**src/rtl/motor_pkg.sv**
```systemverilog
// Shared definitions for the motor PWM path; the state encoding is also used
// by the LED decoder and must stay 0..4.
package motor_pkg;

    localparam int PWM_STATE_W = 3;

    typedef enum logic [PWM_STATE_W-1:0] {
        ST_OFF = 3'd0,
        ST_L1  = 3'd1,
        ST_L2  = 3'd2,
        ST_L3  = 3'd3,
        ST_L4  = 3'd4
    } speed_state_e;

    function automatic logic [7:0] timer_load(input logic [1:0] sel, input int unsigned step_sec);
        return 8'(32'(sel) * step_sec);
    endfunction

endpackage

```
**src/rtl/motor_pwm_controller_if.sv**
```systemverilog
// Button pulses in, speed/timer status and motor PWM out.
interface motor_pwm_controller_if;
    import motor_pkg::*;

    logic                   i_btn_speed;
    logic                   i_btn_timer;
    logic                   i_btn_stop;
    logic [PWM_STATE_W-1:0] o_pwm_state;
    logic                   o_pwm;
    logic [1:0]             o_timer_sel;
    logic [7:0]             o_timer_remain;

    modport master (
        output i_btn_speed, i_btn_timer, i_btn_stop,
        input  o_pwm_state, o_pwm, o_timer_sel, o_timer_remain
    );

    modport slave (
        input  i_btn_speed, i_btn_timer, i_btn_stop,
        output o_pwm_state, o_pwm, o_timer_sel, o_timer_remain
    );

endinterface

```
**src/rtl/pwm_generator.sv**
```systemverilog
// Free-running PWM counter with clock divider and registered duty compare.
module pwm_generator #(
    parameter int PWM_DIV    = 1000,
    parameter int PWM_PERIOD = 100,
    parameter int DUTY_W     = $clog2(PWM_PERIOD + 1)
) (
    input  logic              i_clk,
    input  logic              i_reset,
    input  logic [DUTY_W-1:0] i_duty,
    output logic              o_pwm
);

    localparam int DIV_W = (PWM_DIV > 1) ? $clog2(PWM_DIV) : 1;
    localparam int CNT_W = $clog2(PWM_PERIOD);

    logic [DIV_W-1:0] r_div;
    logic [CNT_W-1:0] r_cnt;
    logic             r_pwm;

    always_ff @(posedge i_clk) begin
        if (i_reset) begin
            r_div <= '0;
            r_cnt <= '0;
            r_pwm <= 1'b0;
        end else begin
            r_pwm <= (DUTY_W'(r_cnt) < i_duty);
            if (r_div == DIV_W'(PWM_DIV - 1)) begin
                r_div <= '0;
                r_cnt <= (r_cnt == CNT_W'(PWM_PERIOD - 1)) ? '0 : r_cnt + 1'b1;
            end else begin
                r_div <= r_div + 1'b1;
            end
        end
    end

    assign o_pwm = r_pwm;

endmodule

```
**src/rtl/motor_pwm_controller.sv**
```systemverilog
// Speed FSM, auto-off countdown timer and second prescaler driving the PWM generator.
module motor_pwm_controller
    import motor_pkg::*;
#(
    parameter int CLK_HZ         = 100_000_000,
    parameter int PWM_DIV        = 1000,
    parameter int PWM_PERIOD     = 100,
    parameter int TIMER_STEP_SEC = 5
) (
    input  logic                   i_clk,
    input  logic                   i_reset,
    motor_pwm_controller_if.slave  bus
);

    localparam int PRESC_W = (CLK_HZ > 1) ? $clog2(CLK_HZ) : 1;
    localparam int DUTY_W  = $clog2(PWM_PERIOD + 1);

    speed_state_e     r_state, w_state_nxt;
    logic [1:0]       r_sel, w_sel_nxt;
    logic [7:0]       r_remain, w_remain_nxt;
    logic [PRESC_W-1:0] r_presc, w_presc_nxt;
    logic             w_tick;
    logic             w_expire;
    logic [DUTY_W-1:0] w_duty;

    assign w_tick   = (r_sel != '0) && (r_presc == PRESC_W'(CLK_HZ - 1));
    assign w_expire = w_tick && (r_remain == 8'd1);

    always_comb begin
        w_state_nxt  = r_state;
        w_sel_nxt    = r_sel;
        w_remain_nxt = r_remain;
        w_presc_nxt  = (r_sel == '0 || w_tick) ? '0 : r_presc + 1'b1;

        if (bus.i_btn_stop || w_expire) begin
            w_state_nxt  = ST_OFF;
            w_sel_nxt    = '0;
            w_remain_nxt = '0;
            w_presc_nxt  = '0;
        end else begin
            if (w_tick && r_remain > 8'd1)
                w_remain_nxt = r_remain - 8'd1;
            if (bus.i_btn_speed) begin
                case (r_state)
                    ST_OFF:  w_state_nxt = ST_L1;
                    ST_L1:   w_state_nxt = ST_L2;
                    ST_L2:   w_state_nxt = ST_L3;
                    ST_L3:   w_state_nxt = ST_L4;
                    default: w_state_nxt = ST_OFF;
                endcase
            end
            // Landing in OFF (including the L4 wrap) drops any timer press and clears the timer.
            if (w_state_nxt == ST_OFF) begin
                w_sel_nxt    = '0;
                w_remain_nxt = '0;
                w_presc_nxt  = '0;
            end else if (bus.i_btn_timer) begin
                w_sel_nxt    = r_sel + 2'd1;
                w_remain_nxt = timer_load(w_sel_nxt, TIMER_STEP_SEC);
                w_presc_nxt  = '0;
            end
        end
    end

    always_ff @(posedge i_clk) begin
        if (i_reset) begin
            r_state  <= ST_OFF;
            r_sel    <= '0;
            r_remain <= '0;
            r_presc  <= '0;
        end else begin
            r_state  <= w_state_nxt;
            r_sel    <= w_sel_nxt;
            r_remain <= w_remain_nxt;
            r_presc  <= w_presc_nxt;
        end
    end

    assign w_duty = DUTY_W'(32'(r_state) * (PWM_PERIOD / 4));

    pwm_generator #(
        .PWM_DIV    (PWM_DIV),
        .PWM_PERIOD (PWM_PERIOD),
        .DUTY_W     (DUTY_W)
    ) u_pwm (
        .i_clk   (i_clk),
        .i_reset (i_reset),
        .i_duty  (w_duty),
        .o_pwm   (bus.o_pwm)
    );

    assign bus.o_pwm_state    = r_state;
    assign bus.o_timer_sel    = r_sel;
    assign bus.o_timer_remain = r_remain;

endmodule
```
**src/flat_wrapper.sv**
```systemverilog
// flat-port wrapper written by rule: the top's interface ports become plain ports
module motor_pwm_controller_flat import motor_pkg::*;
#(
    parameter int CLK_HZ         = 100_000_000,
    parameter int PWM_DIV        = 1000,
    parameter int PWM_PERIOD     = 100,
    parameter int TIMER_STEP_SEC = 5
)
  (i_clk, i_reset, bus_i_btn_speed, bus_i_btn_timer, bus_i_btn_stop, bus_o_pwm_state, bus_o_pwm, bus_o_timer_sel, bus_o_timer_remain);
  motor_pwm_controller_if bus_i ();
  input  logic i_clk;
  input  logic i_reset;
  input wire logic [$bits(bus_i.i_btn_speed)-1:0] bus_i_btn_speed;
  input wire logic [$bits(bus_i.i_btn_timer)-1:0] bus_i_btn_timer;
  input wire logic [$bits(bus_i.i_btn_stop)-1:0] bus_i_btn_stop;
  output wire logic [$bits(bus_i.o_pwm_state)-1:0] bus_o_pwm_state;
  output wire logic [$bits(bus_i.o_pwm)-1:0] bus_o_pwm;
  output wire logic [$bits(bus_i.o_timer_sel)-1:0] bus_o_timer_sel;
  output wire logic [$bits(bus_i.o_timer_remain)-1:0] bus_o_timer_remain;
  assign bus_i.i_btn_speed = bus_i_btn_speed;
  assign bus_i.i_btn_timer = bus_i_btn_timer;
  assign bus_i.i_btn_stop = bus_i_btn_stop;
  assign bus_o_pwm_state = bus_i.o_pwm_state;
  assign bus_o_pwm = bus_i.o_pwm;
  assign bus_o_timer_sel = bus_i.o_timer_sel;
  assign bus_o_timer_remain = bus_i.o_timer_remain;
  motor_pwm_controller #(.CLK_HZ(CLK_HZ), .PWM_DIV(PWM_DIV), .PWM_PERIOD(PWM_PERIOD), .TIMER_STEP_SEC(TIMER_STEP_SEC)) u_core (.i_clk(i_clk), .i_reset(i_reset), .bus(bus_i));
endmodule
```
**config.mk**
```make
export PLATFORM = sky130hd
export DESIGN_NAME = motor_pwm_controller_flat
export DESIGN_NICKNAME = d
export VERILOG_FILES = /design/src/rtl/motor_pkg.sv /design/src/rtl/motor_pwm_controller_if.sv /design/src/rtl/pwm_generator.sv /design/src/rtl/motor_pwm_controller.sv /design/src/flat_wrapper.sv
export SDC_FILE = /design/constraint.sdc
export NUM_CORES = 1
export LEC_CHECK = 0
export CORE_ASPECT_RATIO = 0.5
export CORE_MARGIN = 4
export CORE_UTILIZATION = 30
export CTS_CLUSTER_SIZE = 12
export DETAILED_ROUTE_END_ITERATION = 8
export MAX_ROUTING_LAYER = met4
export SYNTH_ARGS = -nofsm -noshare
export SYNTH_HDL_FRONTEND = slang
export SYNTH_SLANG_ARGS = --single-unit
```
**constraint.sdc**
```tcl
create_clock -name i_clk -period 2.65 [get_ports i_clk]
set_input_delay 0.6625 -clock i_clk [delete_from_list [all_inputs] [get_ports i_clk]]
set_output_delay 0.6625 -clock i_clk [all_outputs]
set_load 0.1 [all_outputs]
```
# Word level (Yosys, flattened, before mapping)
# Cells that the tools add are included.
[word_totals] output_inout_bits=14 register_bits=58
[op_classes] mul=2 add_sub_neg=5 eq_ne=7 order_cmp=2 muxes=6 n_reduce_logical=15
[op_table] op="$add 27x1->27 const B" count=1
[op_table] op="$eq 27x27->1 const B" count=1
[op_table] op="$pmux 3 s4" count=1
[op_table] op="$add 10x1->10 const B" count=1
[op_table] op="$eq 10x10->1 const B" count=1
[op_table] op="$mux 5" count=2
[op_table] op="$eq 8x1->1 const B" count=1
[op_table] op="$gt 8x1->1 const B" count=1
[op_table] op="$sub 8x1->8 const B" count=1
[op_table] op="$add 7x1->7 const B" count=1
[op_table] op="$eq 7x7->1 const B" count=1
[op_table] op="$lt 7x7->1" count=1
[op_table] op="$mul 3x5->7 const B" count=1
[op_table] op="$mux 7" count=1
[op_table] op="$eq 3x2->1 const B" count=2
[op_table] op="$logic_not 3->1" count=2
[op_table] op="$mux 3" count=2
[op_table] op="$mul 2x3->5 const B" count=1
[op_table] op="$reduce_or 5->1" count=1
[op_table] op="$reduce_bool 2->1" count=2
[op_table] op="$reduce_or 2->1" count=2
[op_table] op="$reduce_or 4->1" count=1
[op_table] op="$eq 3x1->1 const B" count=1
[op_table] op="$logic_and 1x1->1" count=3
[op_table] op="4 further kinds" count=5

# Longest topological paths before layout
# Gate-level depths: netlist (run 1).
[logic_depth] ltp_word=7 depth_mapped=8

# Hierarchy
# Synthesis (run 1) repeated with hierarchy kept, for this count alone.
[hier_totals] cells_unflattened=358 area_unflattened_um2=3090.5
[by_module_without_submodules] module="motor_pwm_controller" seq_area_each_um2=800.8 cells_each=255 area_each_um2=2159.6 n_inst=1
[by_module_without_submodules] module="pwm_generator" seq_area_each_um2=360.3 cells_each=103 area_each_um2=930.9 n_inst=1

# Least setup slack after synthesis (run 1)
# No wires, ideal clock.
[synth_timing] path_type="register -> register" from="reg u_core.r_state[1] (netlist: u_core.bus.o_pwm_state[1])" to="reg u_core.r_presc[19]" stages_incl_launch_ff=9 synth_period_minus_slack_ns=2.837 t_required_ns=2.522 arrival_ns=2.710 setup_time_ns=0.128 path_slack_ns=-0.187 cell_sequence="dfxtp_1 -> inv_1 -> ha_1 -> or4_1 -> a2bb2oi_1 -> nor3_1 -> o211ai_2 -> clkbuf_1 -> nor2_1"
[synth_via] elab_chain_len=6 word_cells_on_any_way=9 cone_classes="3 x eq/ne; 3 x mux; 3 x reduce/logical"
[synth_lines] item="start, declared" line="motor_pwm_controller.sv:18" text="speed_state_e r_state, w_state_nxt;"
[synth_lines] item="start signal, assigned" line="motor_pwm_controller.sv:72" text="r_state <= w_state_nxt;"
[synth_lines] item="$eq 3x2->1 (tied with other cells)" line="motor_pwm_controller.sv:44" text="case (r_state)"
[synth_lines] item="$pmux 3 s4" line="motor_pwm_controller.sv:44"
[synth_lines] item="$mux 3 (*)" line="motor_pwm_controller.sv:43" text="if (bus.i_btn_speed) begin"
[synth_lines] item="$mux 3 (*)" line="motor_pwm_controller.sv:35" text="if (bus.i_btn_stop || w_expire) begin"
[synth_lines] item="$logic_not 3->1 (*)" line="motor_pwm_controller.sv:53" text="if (w_state_nxt == ST_OFF) begin"
[synth_lines] item="$reduce_or 5->1 (no source line) (*)"
[synth_lines] item="end signal, assigned" line="motor_pwm_controller.sv:75" text="r_presc <= w_presc_nxt;"
[synth_lines] item="end, declared" line="motor_pwm_controller.sv:21" text="logic [PRESC_W-1:0] r_presc, w_presc_nxt;"
# Mark *: on every way between the ends. The rest lies on a longest branch, timed or not. The select of a mux whose other input is x is not followed.
# A chain may end at the register's enable or synchronous reset.

# Worst setup path after layout (run 1)
[layout_timing] from="reg u_core.r_presc[0]" to="reg u_core.r_remain[7] (netlist: u_core.bus.o_timer_remain[7])"
[layout_via] elab_chain_len=5 word_cells_on_any_way=6 cone_classes="1 x eq/ne; 5 x reduce/logical"
[layout_lines] item="$eq 27x27->1 (*)" line="motor_pwm_controller.sv:26" text="assign w_tick = (r_sel != '0) && (r_presc == PRESC_W'(CLK_HZ - 1));"
[layout_lines] item="$logic_and 1x1->1 (*)" line="motor_pwm_controller.sv:26"
[layout_lines] item="$logic_and 1x1->1" line="motor_pwm_controller.sv:27" text="assign w_expire = w_tick && (r_remain == 8'd1);"
[layout_lines] item="$logic_or 1x1->1" line="motor_pwm_controller.sv:35"
[layout_lines] item="$reduce_or 4->1 (no source line)"
[layout_lines] item="end signal, assigned" line="motor_pwm_controller.sv:74" text="r_remain <= w_remain_nxt;"
[layout_lines] item="end, declared" line="motor_pwm_controller.sv:20" text="logic [7:0] r_remain, w_remain_nxt;"
# Mark *: on every way between the ends. The rest lies on a longest branch, timed or not.

==> results of run 1 <==
## metrics by stage
step,setup slack [ns],power [mW]
finish,0.5443,2.428
global route,0.3845,2.530
CTS,0.5536,2.465
detailed placement,0.2408,1.010
global placement,0.2964,1.009
floorplan,0.1189,0.9826
## per-layer routing
metal | global-route usage, % | part of all wire (%) | wire (µm)
met5 | - | 0 | 0
met4 | 5.161 | 1.5 | 86
met3 | 4.902 | 3.8 | 222
met2 | 18.28 | 48 | 2790
met1 | 12.46 | 47 | 2729
## how the worst max path moves through the flow
stage / from / end / slack, ns
final: u_core.r_presc[0]$_SDFF_PP0_ / u_core.bus.o_timer_remain[7]$_SDFFE_PP0P_ / 0.54
after global routing: bus_i_btn_speed / u_core.r_presc[6]$_SDFF_PP0_ / 0.38
after CTS: u_core.r_presc[0]$_SDFF_PP0_ / u_core.bus.o_timer_remain[7]$_SDFFE_PP0P_ / 0.55
after detailed placement: bus_i_btn_speed / u_core.r_presc[17]$_SDFF_PP0_ / 0.24
after global placement: bus_i_btn_speed / u_core.r_presc[11]$_SDFF_PP0_ / 0.30
after floorplan: u_core.bus.o_timer_sel[0]$_SDFFE_PP0P_ / u_core.bus.o_timer_remain[7]$_SDFFE_PP0P_ / 0.12
## layout make-up
type | count | area, µm²
fillers | 967 | 5916
multi-input cells | 254 | 1680
flip-flops and latches | 58 | 1164
clock buffers | 11 | 242.7
well taps | 135 | 168.9
repair buffers | 19 | 152.6
clock inverters | 5 | 125.1
inverters | 16 | 60.06
## cell families after synthesis
logic type      count (synthesis)  synth area share (%)
compound gates                 34                 7.043
mux                             2                0.6789
buf+inv                        27                 3.649
flops                          58                 39.37
fa+ha+maj                      18                 7.637
xor+xnor                       42                 12.47
simple gates                  158                 29.15
## cells in the mapped netlist, drive strengths merged, types with 2 or more instances
library cell | n | area share, %
and3 | 8 | 1.7
or2 | 2 | 0.42
o211ai | 3 | 0.93
nor4b | 6 | 2.2
ha | 18 | 7.6
nor3 | 10 | 1.9
xnor2 | 27 | 8.0
xor2 | 15 | 4.5
nor2b | 3 | 0.64
nand4 | 13 | 3.3
nand2 | 15 | 1.9
nand4b | 2 | 0.59
a211oi | 3 | 0.76
buf | 3 | 0.55
nor2 | 56 | 7.1
nand2b | 3 | 0.64
or3 | 5 | 1.2
or4 | 2 | 0.51
o21ai | 10 | 1.7
a21oi | 12 | 2.0
inv | 16 | 2.0
dfxtp | 58 | 39
nand3 | 17 | 2.9
clkbuf | 8 | 1.1
mux2i | 2 | 0.68
and2 | 2 | 0.42
nor4 | 9 | 2.1
and4 | 4 | 1.2
## sequential cells by signal, summed over array words and instances, names as in the netlist
signal	count
u_core.r_presc	27
u_core.u_pwm.r_div	10
u_core.bus.o_timer_remain	8
u_core.u_pwm.r_cnt	7
u_core.bus.o_pwm_state	3
u_core.bus.o_timer_sel	2
u_core.u_pwm.o_pwm	1
## cells in the final DEF, fill, tap and decap left out, drive strengths merged, types with 8 or more instances in the layout
cell and count:
nand2 15, inv 16, xnor2 27, nand3 17, a21oi 12, xor2 15, buf 15, nor4 9
nor2 56, dfxtp 58, nor3 10, nand4 13, and3 8, o21ai 10, ha 18, clkbuf 11
## power by group through the flow
stage | Sequential [mW] | Clock [mW] | Combinational (mW)
finish | 0.890 | 1.44 | 0.101
CTS | 0.890 | 1.47 | 0.102
global route | 0.890 | 1.53 | 0.110
floorplan | 0.937 | 0 | 0.0452
global placement | 0.908 | 0 | 0.101
detailed placement | 0.908 | 0 | 0.102
==> impl_metrics.tcl, run 1 <==
set metrics [dict create \
    port_buffers 18 \
    hpwl_um 4127 \
    peakVddDrop_v 0.0003220 \
    setup_viol 0 \
    leakage_nw 1.259 \
    cts_resized 0 \
    die_y_um 78.11 \
    core_mm2 0.009509 \
    p_per_area_mw_per_mm2 675.6 \
    die_area_mm2 0.01158 \
    synthToLayoutAreaGrowth_pct 21.85 \
    finalCritPeriodShare_pct 79.46 \
    drive_gt1_share_pct 11.57 \
    hold_violations 0 \
    clock_path_buffers 2 \
    htreeDepth 3 \
    relSlewSlack_pct 59.65 \
    start_util_pct 31.01 \
    ant_nets 0 \
    seq_area_frac_synth_pct 39.37 \
    max-cap-violations 0 \
    cp.required_ns 2.91 \
    via_count 2316 \
    first_pass_iters 4 \
    synth-edff-count 0 \
    rsz0062_at_grt "false" \
    r2r_slack_ns 0.54 \
    dp_cells 482 \
    fmax_mhz 474.9 \
    grt_overflow 0 \
    async_flop_share_pct 0 \
    path_cells "ha_1 > and3_1 > nand4_4 > or3_4 > or3_1 > a21oi_1" \
    critPathTopFamily "simple AND/OR/NAND/NOR gates" \
    netSwitchingFraction_pct 19.62 \
    cts_inserted_buffers 9 \
    antenna_found_initial 0 \
    r2r_end "u_core.bus.o_timer_remain[7]$_SDFFE_PP0P_" \
    fin_area_mm2 0.003593 \
    seq_power_share_pct 36.7 \
    min_to "u_core.u_pwm.r_div[0]$_SDFF_PP0_" \
    pin_count 19 \
    clock_latency_ns 0.33 \
    final_core_util_pct 37.79 \
    finalCriticalPeriod_ns 2.106 \
    crit_cells 6 \
    tightest_slew_ns 0.6006 \
    yosys_warnings 0 \
    clock-sinks 58 \
    syn-num-nets 362 \
    finalNonFillerCells 498 \
    synthesis.area_mm2 0.002949 \
    grt_usage_pct 11.41 \
    internal-power_mw 1.951 \
    cts_setup_buffers 0 \
    die_w_um 148.2 \
    grt_max_degree 28 \
    netlist_instances 339 \
    cp-start-kind "register" \
    hold-path-cell-count 1 \
    drc 0 \
    dr.first_iter.drc_count 155 \
    hold_class "register to register" \
    switchingPower_mw 0.4764 \
    cts_hold_buf 0 \
    rows 25 \
    nNetsFinal 381 \
    status "complete, no violations" \
    fin_skew_ns 0.004041 \
    syn_avg_cell_area_um2 8.699 \
    reg2reg_from "u_core.r_presc[0]$_SDFF_PP0_" \
    synthDistinctLibCells 45 \
    slowest_stage "or3_4" \
    tns_ns 0 \
    reg2reg_depth 6 \
    cts_tree "yes" \
    pwr-share-comb_pct 4.2 \
    routed_wl_um 5829 \
    cts_root_buf "clkbuf_16" \
    worstPathArrival_ns 2.37 \
    whs_ns 0.4368 \
    drv_slew 0 \
    grt_pass1_wl_um 10250 \
    via_per_inst 4.651 \
    min-delay-start "u_core.u_pwm.r_div[0]$_SDFF_PP0_" \
    antenna_cells 0 \
    critPathKind "register to register" \
    synthFlopType "dfxtp_1" \
    routedWlPerCell_um 11.70 \
    path_max_fanout 7 \
    clk_pin_slew_ns 0.05 \
    cp-end-kind "register" \
    ys_ff_latch 58 \
    slowest_delay_ns 0.46 \
    crit_buf_inv 0 \
    place_congestion 0.8046 \
    grt_pass1_vias 2260 \
    placed_cell_area_mm2 0.003226 \
    clock_power_share_pct 59.2 \
]
No activity file was read; power rests on OpenSTA's default activity.
==> run 2, diff against run 1 <==
clock period = 2.2 ns   (was 2.65 ns; I/O delays follow)
==> run 2 against run 1 <==
  * Global-route usage decreased by 0.23 points
  * Power grew 8.3%
  * Die area stayed put
  * Cell area is 1.3% higher
  * First-iteration DRC count fell by 59%
  * Clock power is essentially flat
  * Clock skew is 0.00069 ns higher
  * Largest power group unchanged
==> impl_metrics.tcl, run 2 (synthesis gave the netlist of run 1 again) <==
set metrics [dict create \
    die_area_mm2 0.01158 \
    first_pass_iters 4 \
    cts_inserted_buffers 9 \
    drv_slew 0 \
    path_max_fanout 5 \
    clock-sinks 58 \
    relSlewSlack_pct 61.94 \
    die_w_um 148.2 \
    layout_common_cells "nor2_1 (56), dfxtp_1 (46), xnor2_1 (27), buf_4 (23), ha_1 (18)" \
    grt_usage_pct 11.18 \
    clock_path_buffers 2 \
    antenna_found_initial 0 \
    placed_cell_area_mm2 0.003323 \
    leakage_nw 1.296 \
    final_core_util_pct 38.26 \
    pin_count 19 \
    start_util_pct 31.01 \
    routedWlPerCell_um 11.29 \
    routed_wl_um 5722 \
    grt_overflow 0 \
    cp.required_ns 2.44 \
    final_common_cell "nor2_1" \
    tightest_slew_ns 0.5665 \
    grt_max_degree 28 \
    fin_skew_ns 0.004731 \
    via_count 2342 \
    antenna_cells 0 \
    netSwitchingFraction_pct 21.33 \
    drive_gt1_share_pct 16.67 \
    power_mw 2.630 \
    peakVddDrop_v 0.0002953 \
    clock_power_share_pct 54.5 \
    seq_power_share_pct 40.7 \
    hold_violations 0 \
    grt_pass1_vias 2319 \
    core_mm2 0.009509 \
    port_buffers 18 \
    pwr-share-comb_pct 4.8 \
    critPathKind "register to register" \
    regMostFlops "u_core.r_presc" \
    clock_latency_ns 0.32 \
    n_fill_cell 996 \
    rows 25 \
    finalCritPeriodShare_pct 91.43 \
    fmax_mhz 497.1 \
    cp-end-kind "register" \
    synthToLayoutAreaGrowth_pct 23.38 \
    p_per_area_mw_per_mm2 722.9 \
    cts_resized 0 \
    switchingPower_mw 0.5610 \
    cts_tree "yes" \
    die_y_um 78.11 \
    nNetsFinal 390 \
    worstPathArrival_ns 2.25 \
    clk_pin_slew_ns 0.05 \
    critPathTopFamily "simple AND/OR/NAND/NOR gates" \
    slowest_delay_ns 0.64 \
    place_congestion 0.7914 \
    crit_buf_inv 0 \
    hpwl_um 4111 \
    rsz0062_at_grt "false" \
    dr.first_iter.drc_count 64 \
    status "complete, no violations" \
    path_cells "or4_1 > nor4_2 > nor3_2 > xnor2_1 > a211oi_1" \
    htreeDepth 3 \
    cts_hold_buf 0 \
    max-cap-violations 0 \
    cp-start-kind "register" \
    hold_class "register to register" \
    finalCriticalPeriod_ns 2.012 \
    fin_area_mm2 0.003638 \
    internal-power_mw 2.069 \
    cts_setup_buffers 0 \
    grt_pass1_wl_um 10180 \
    slowest_stage "or4_1" \
    cts_root_buf "clkbuf_16" \
    largest_register_ffs 27 \
    ant_nets 0 \
    setup_viol 0 \
    via_per_inst 4.619 \
    drc 0 \
]
[run 2: metal layers]
| layer | share of wire [%] | global-route usage [%] |
|---|---|---|
| met5 | 0 | - |
| met4 | 1.6 | 4.793 |
| met3 | 2.8 | 4.152 |
| met2 | 47 | 18.46 |
| met1 | 49 | 12.27 |
[run 2: final cells by class]
type	instances	area [µm²]	area share [%]
Clock buffer	12	266.5	7.325
Clock inverter	4	48.80	1.341
Inverter	16	60.06	1.651
Multi-Input combinational cell	254	1680	46.18
Sequential cell	58	1181	32.46
Tap cell	135	168.9	4.642
Timing Repair Buffer	28	232.7	6.396
[run 2: per-stage QoR]
step                      hold slack [ns]  std cells  setup TNS, ns  worst slack (ns)
after detailed placement           0.4363        491      -0.008209         -0.008209
after global placement             0.4260        491     -0.0007008        -0.0007008
after global routing               0.4836        507              0            0.1007
after CTS                          0.4395        507              0            0.2180
final                              0.4365        507              0            0.1884
after floorplan                    0.4130        339              0           0.01654
[run 2: power groups by stage]
| stage | logic, mW | clock network (mW) | registers [mW] |
|---|---|---|---|
| final | 0.125 | 1.43 | 1.07 |
| after CTS | 0.127 | 1.48 | 1.07 |
| after detailed placement | 0.126 | 0 | 1.09 |
| after global placement | 0.125 | 0 | 1.09 |
| after global routing | 0.136 | 1.54 | 1.07 |
| after floorplan | 0.0543 | 0 | 1.13 |
[run 2: worst paths after layout]
path	start	to	slack, ns	cells past startpoint
setup / recovery	u_core.bus.o_timer_remain[4]$_SDFFE_PP0P_	u_core.bus.o_timer_remain[0]$_SDFFE_PP0P_	0.19	5
hold / removal	u_core.u_pwm.r_div[0]$_SDFF_PP0_	u_core.u_pwm.r_div[0]$_SDFF_PP0_	0.44	1
setup reg to reg	u_core.bus.o_timer_remain[4]$_SDFFE_PP0P_	u_core.bus.o_timer_remain[0]$_SDFFE_PP0P_	0.19	5
hold reg to reg	u_core.u_pwm.r_div[0]$_SDFF_PP0_	u_core.u_pwm.r_div[0]$_SDFF_PP0_	0.44	1
==> run 3, diff against run 2 <==
CORE_MARGIN = 2   (was 4)
==> run 3 against run 2 <==
  * Fmax is 2.6% higher
  * Sequential cell count stayed put
  * Utilization hardly changed
  * Clock skew is 0.0034 ns higher
  * Routed wire length hardly changed
  * Cell area is 0.10% lower
  * Die area is 7.7% lower
  * Clock-buffer cell count stayed put
  * Worst hold slack better by 0.0031 ns
  * Power is 0.64% lower
  * Critical endpoint is now u_core.bus.o_timer_remain[7]$_SDFFE_PP0P_
==> impl_metrics.tcl, run 3 (synthesis gave the netlist of run 1 again) <==
set metrics [dict create \
    die_y_um 74.11 \
    path_cells "ha_1 > and3_1 > nand4_4 > or3_4 > or3_1 > a21oi_1" \
    grt_usage_pct 12.49 \
    critPathKind "register to register" \
    r2r_slack_ns 0.24 \
    clock_latency_ns 0.33 \
    regMostFlops "u_core.r_presc" \
    hpwl_um 4036 \
    seq_power_share_pct 41.0 \
    internal-power_mw 2.065 \
    port_buffers 18 \
    final_common_cell "nor2_1" \
    clock_power_share_pct 54.2 \
    antenna_found_initial 0 \
    reg2reg_from "u_core.r_presc[0]$_SDFF_PP0_" \
    grt_pass1_wl_um 9998 \
    min_to "u_core.u_pwm.r_div[0]$_SDFF_PP0_" \
    min-delay-start "u_core.u_pwm.r_div[0]$_SDFF_PP0_" \
    final_core_util_pct 38.22 \
    reg2reg_depth 6 \
    peakVddDrop_v 0.0004004 \
    switchingPower_mw 0.5490 \
    fin_skew_ns 0.008104 \
    path_max_fanout 7 \
    drv_slew 0 \
    pre_cts_ws_ns -0.04279 \
    place_congestion 0.8772 \
    cts_inserted_buffers 9 \
    finalNonFillerCells 505 \
    drc 0 \
    hold_violations 0 \
    first_pass_iters 4 \
    rsz0062_at_grt "false" \
    setup_viol 0 \
    p_per_area_mw_per_mm2 719.0 \
    cts_root_buf "clkbuf_16" \
    pwr-share-comb_pct 4.8 \
    grt_pass1_vias 2202 \
    hold-path-cell-count 1 \
    die_w_um 144.2 \
    largest_register_ffs 27 \
    worstPathArrival_ns 2.21 \
    grt_overflow 0 \
    max-cap-violations 0 \
    hold_class "register to register" \
    pin_count 19 \
    antenna_cells 0 \
    cts_hold_buf 0 \
    n_fill_cell 1011 \
    synthToLayoutAreaGrowth_pct 23.25 \
    grt_max_degree 28 \
    status "complete, no violations" \
    slowest_stage "or3_4" \
    die_area_mm2 0.01069 \
    leakage_nw 1.292 \
    tightest_slew_ns 0.4431 \
    slowest_delay_ns 0.45 \
    nNetsFinal 390 \
    fmax_mhz 510.1 \
    clock-sinks 58 \
    core_mm2 0.009509 \
    start_util_pct 31.01 \
    r2r_end "u_core.bus.o_timer_remain[7]$_SDFFE_PP0P_" \
    cp-start-kind "register" \
    via_count 2381 \
    crit_path_start "u_core.r_presc[0]$_SDFF_PP0_" \
    htreeDepth 3 \
    cts_tree "yes" \
    dp_cells 491 \
    relSlewSlack_pct 70.04 \
    netSwitchingFraction_pct 21.01 \
    fin_area_mm2 0.003635 \
    layout_common_cells "nor2_1 (56), dfxtp_1 (46), xnor2_1 (27), buf_4 (23), ha_1 (18)" \
    via_per_inst 4.715 \
    cp-end-kind "register" \
    clock_path_buffers 2 \
    routedWlPerCell_um 11.34 \
    finalCriticalPeriod_ns 1.960 \
    power_mw 2.613 \
    finalWorstSetupSlack_ns 0.2396 \
    drive_gt1_share_pct 15.95 \
    whs_ns 0.4397 \
    clk_pin_slew_ns 0.05 \
    ant_nets 0 \
    finalCritPeriodShare_pct 89.11 \
    cp.required_ns 2.45 \
    rows 25 \
    routed_wl_um 5725 \
    tns_ns 0 \
    dr.first_iter.drc_count 69 \
    placed_cell_area_mm2 0.003323 \
]
==> run 3: metal layers <==
metal | share of wire (%) | vias to the layer above | track usage (%) | wire (µm)
li1 | - | 1241 | - | -
met1 | 50 | 1094 | 14.70 | 2867
met2 | 44 | 33 | 19.42 | 2519
met3 | 3.7 | 13 | 4.507 | 210
met4 | 2.2 | 0 | 5.609 | 127
met5 | 0 | - | - | 0
==> run 3: timing repair <==
action | CTS | global route
gates resized for setup | 0 | 1
setup endpoints to repair | 0 | 1
buffers inserted | 0 | 0
==> run 3: area by class of cell <==
cell class / count / area (µm²) / area share (%)
Timing Repair Buffer: 28 / 232.7 / 6.403
Sequential cell: 58 / 1181 / 32.50
Multi-Input combinational cell: 254 / 1689 / 46.47
Clock inverter: 2 / 35.03 / 0.9639
Tap cell: 135 / 168.9 / 4.647
Inverter: 16 / 60.06 / 1.652
Clock buffer: 12 / 267.8 / 7.367
==> run 3: power by group through the flow <==
stage | Combinational, mW | Sequential (mW) | Clock, mW
final | 0.126 | 1.07 | 1.42
after global routing | 0.138 | 1.07 | 1.51
after CTS | 0.126 | 1.07 | 1.46
after detailed placement | 0.126 | 1.09 | 0
after global placement | 0.126 | 1.09 | 0
after floorplan | 0.0543 | 1.13 | 0
==> run 3: worst max path at each step <==
stage / endpoint / slack (ns) / depth (start not counted)
after floorplan: u_core.bus.o_timer_remain[7]$_SDFFE_PP0P_ / 0.02 / 6
after global placement: u_core.bus.o_timer_remain[3]$_SDFFE_PP0P_ / 0.009 / 6
after detailed placement: u_core.bus.o_timer_remain[2]$_SDFFE_PP0P_ / -0.04 / 6
after CTS: u_core.bus.o_timer_remain[2]$_SDFFE_PP0P_ / 0.16 / 5
after global routing: u_core.bus.o_timer_remain[2]$_SDFFE_PP0P_ / 0.04 / 6
final: u_core.bus.o_timer_remain[7]$_SDFFE_PP0P_ / 0.24 / 6
==> run 3: worst max-delay path, delay by kind of cell, from the launching register on <==
| kind | cells | cell delay, ns |
|---|---|---|
| adder cells (fa/ha/maj) | 1 | 0.20 |
| AND/OR/NAND/NOR | 4 | 1.18 |
| flip-flops | 1 | 0.37 |
| AO/OA/AOI/OAI | 1 | 0.14 |
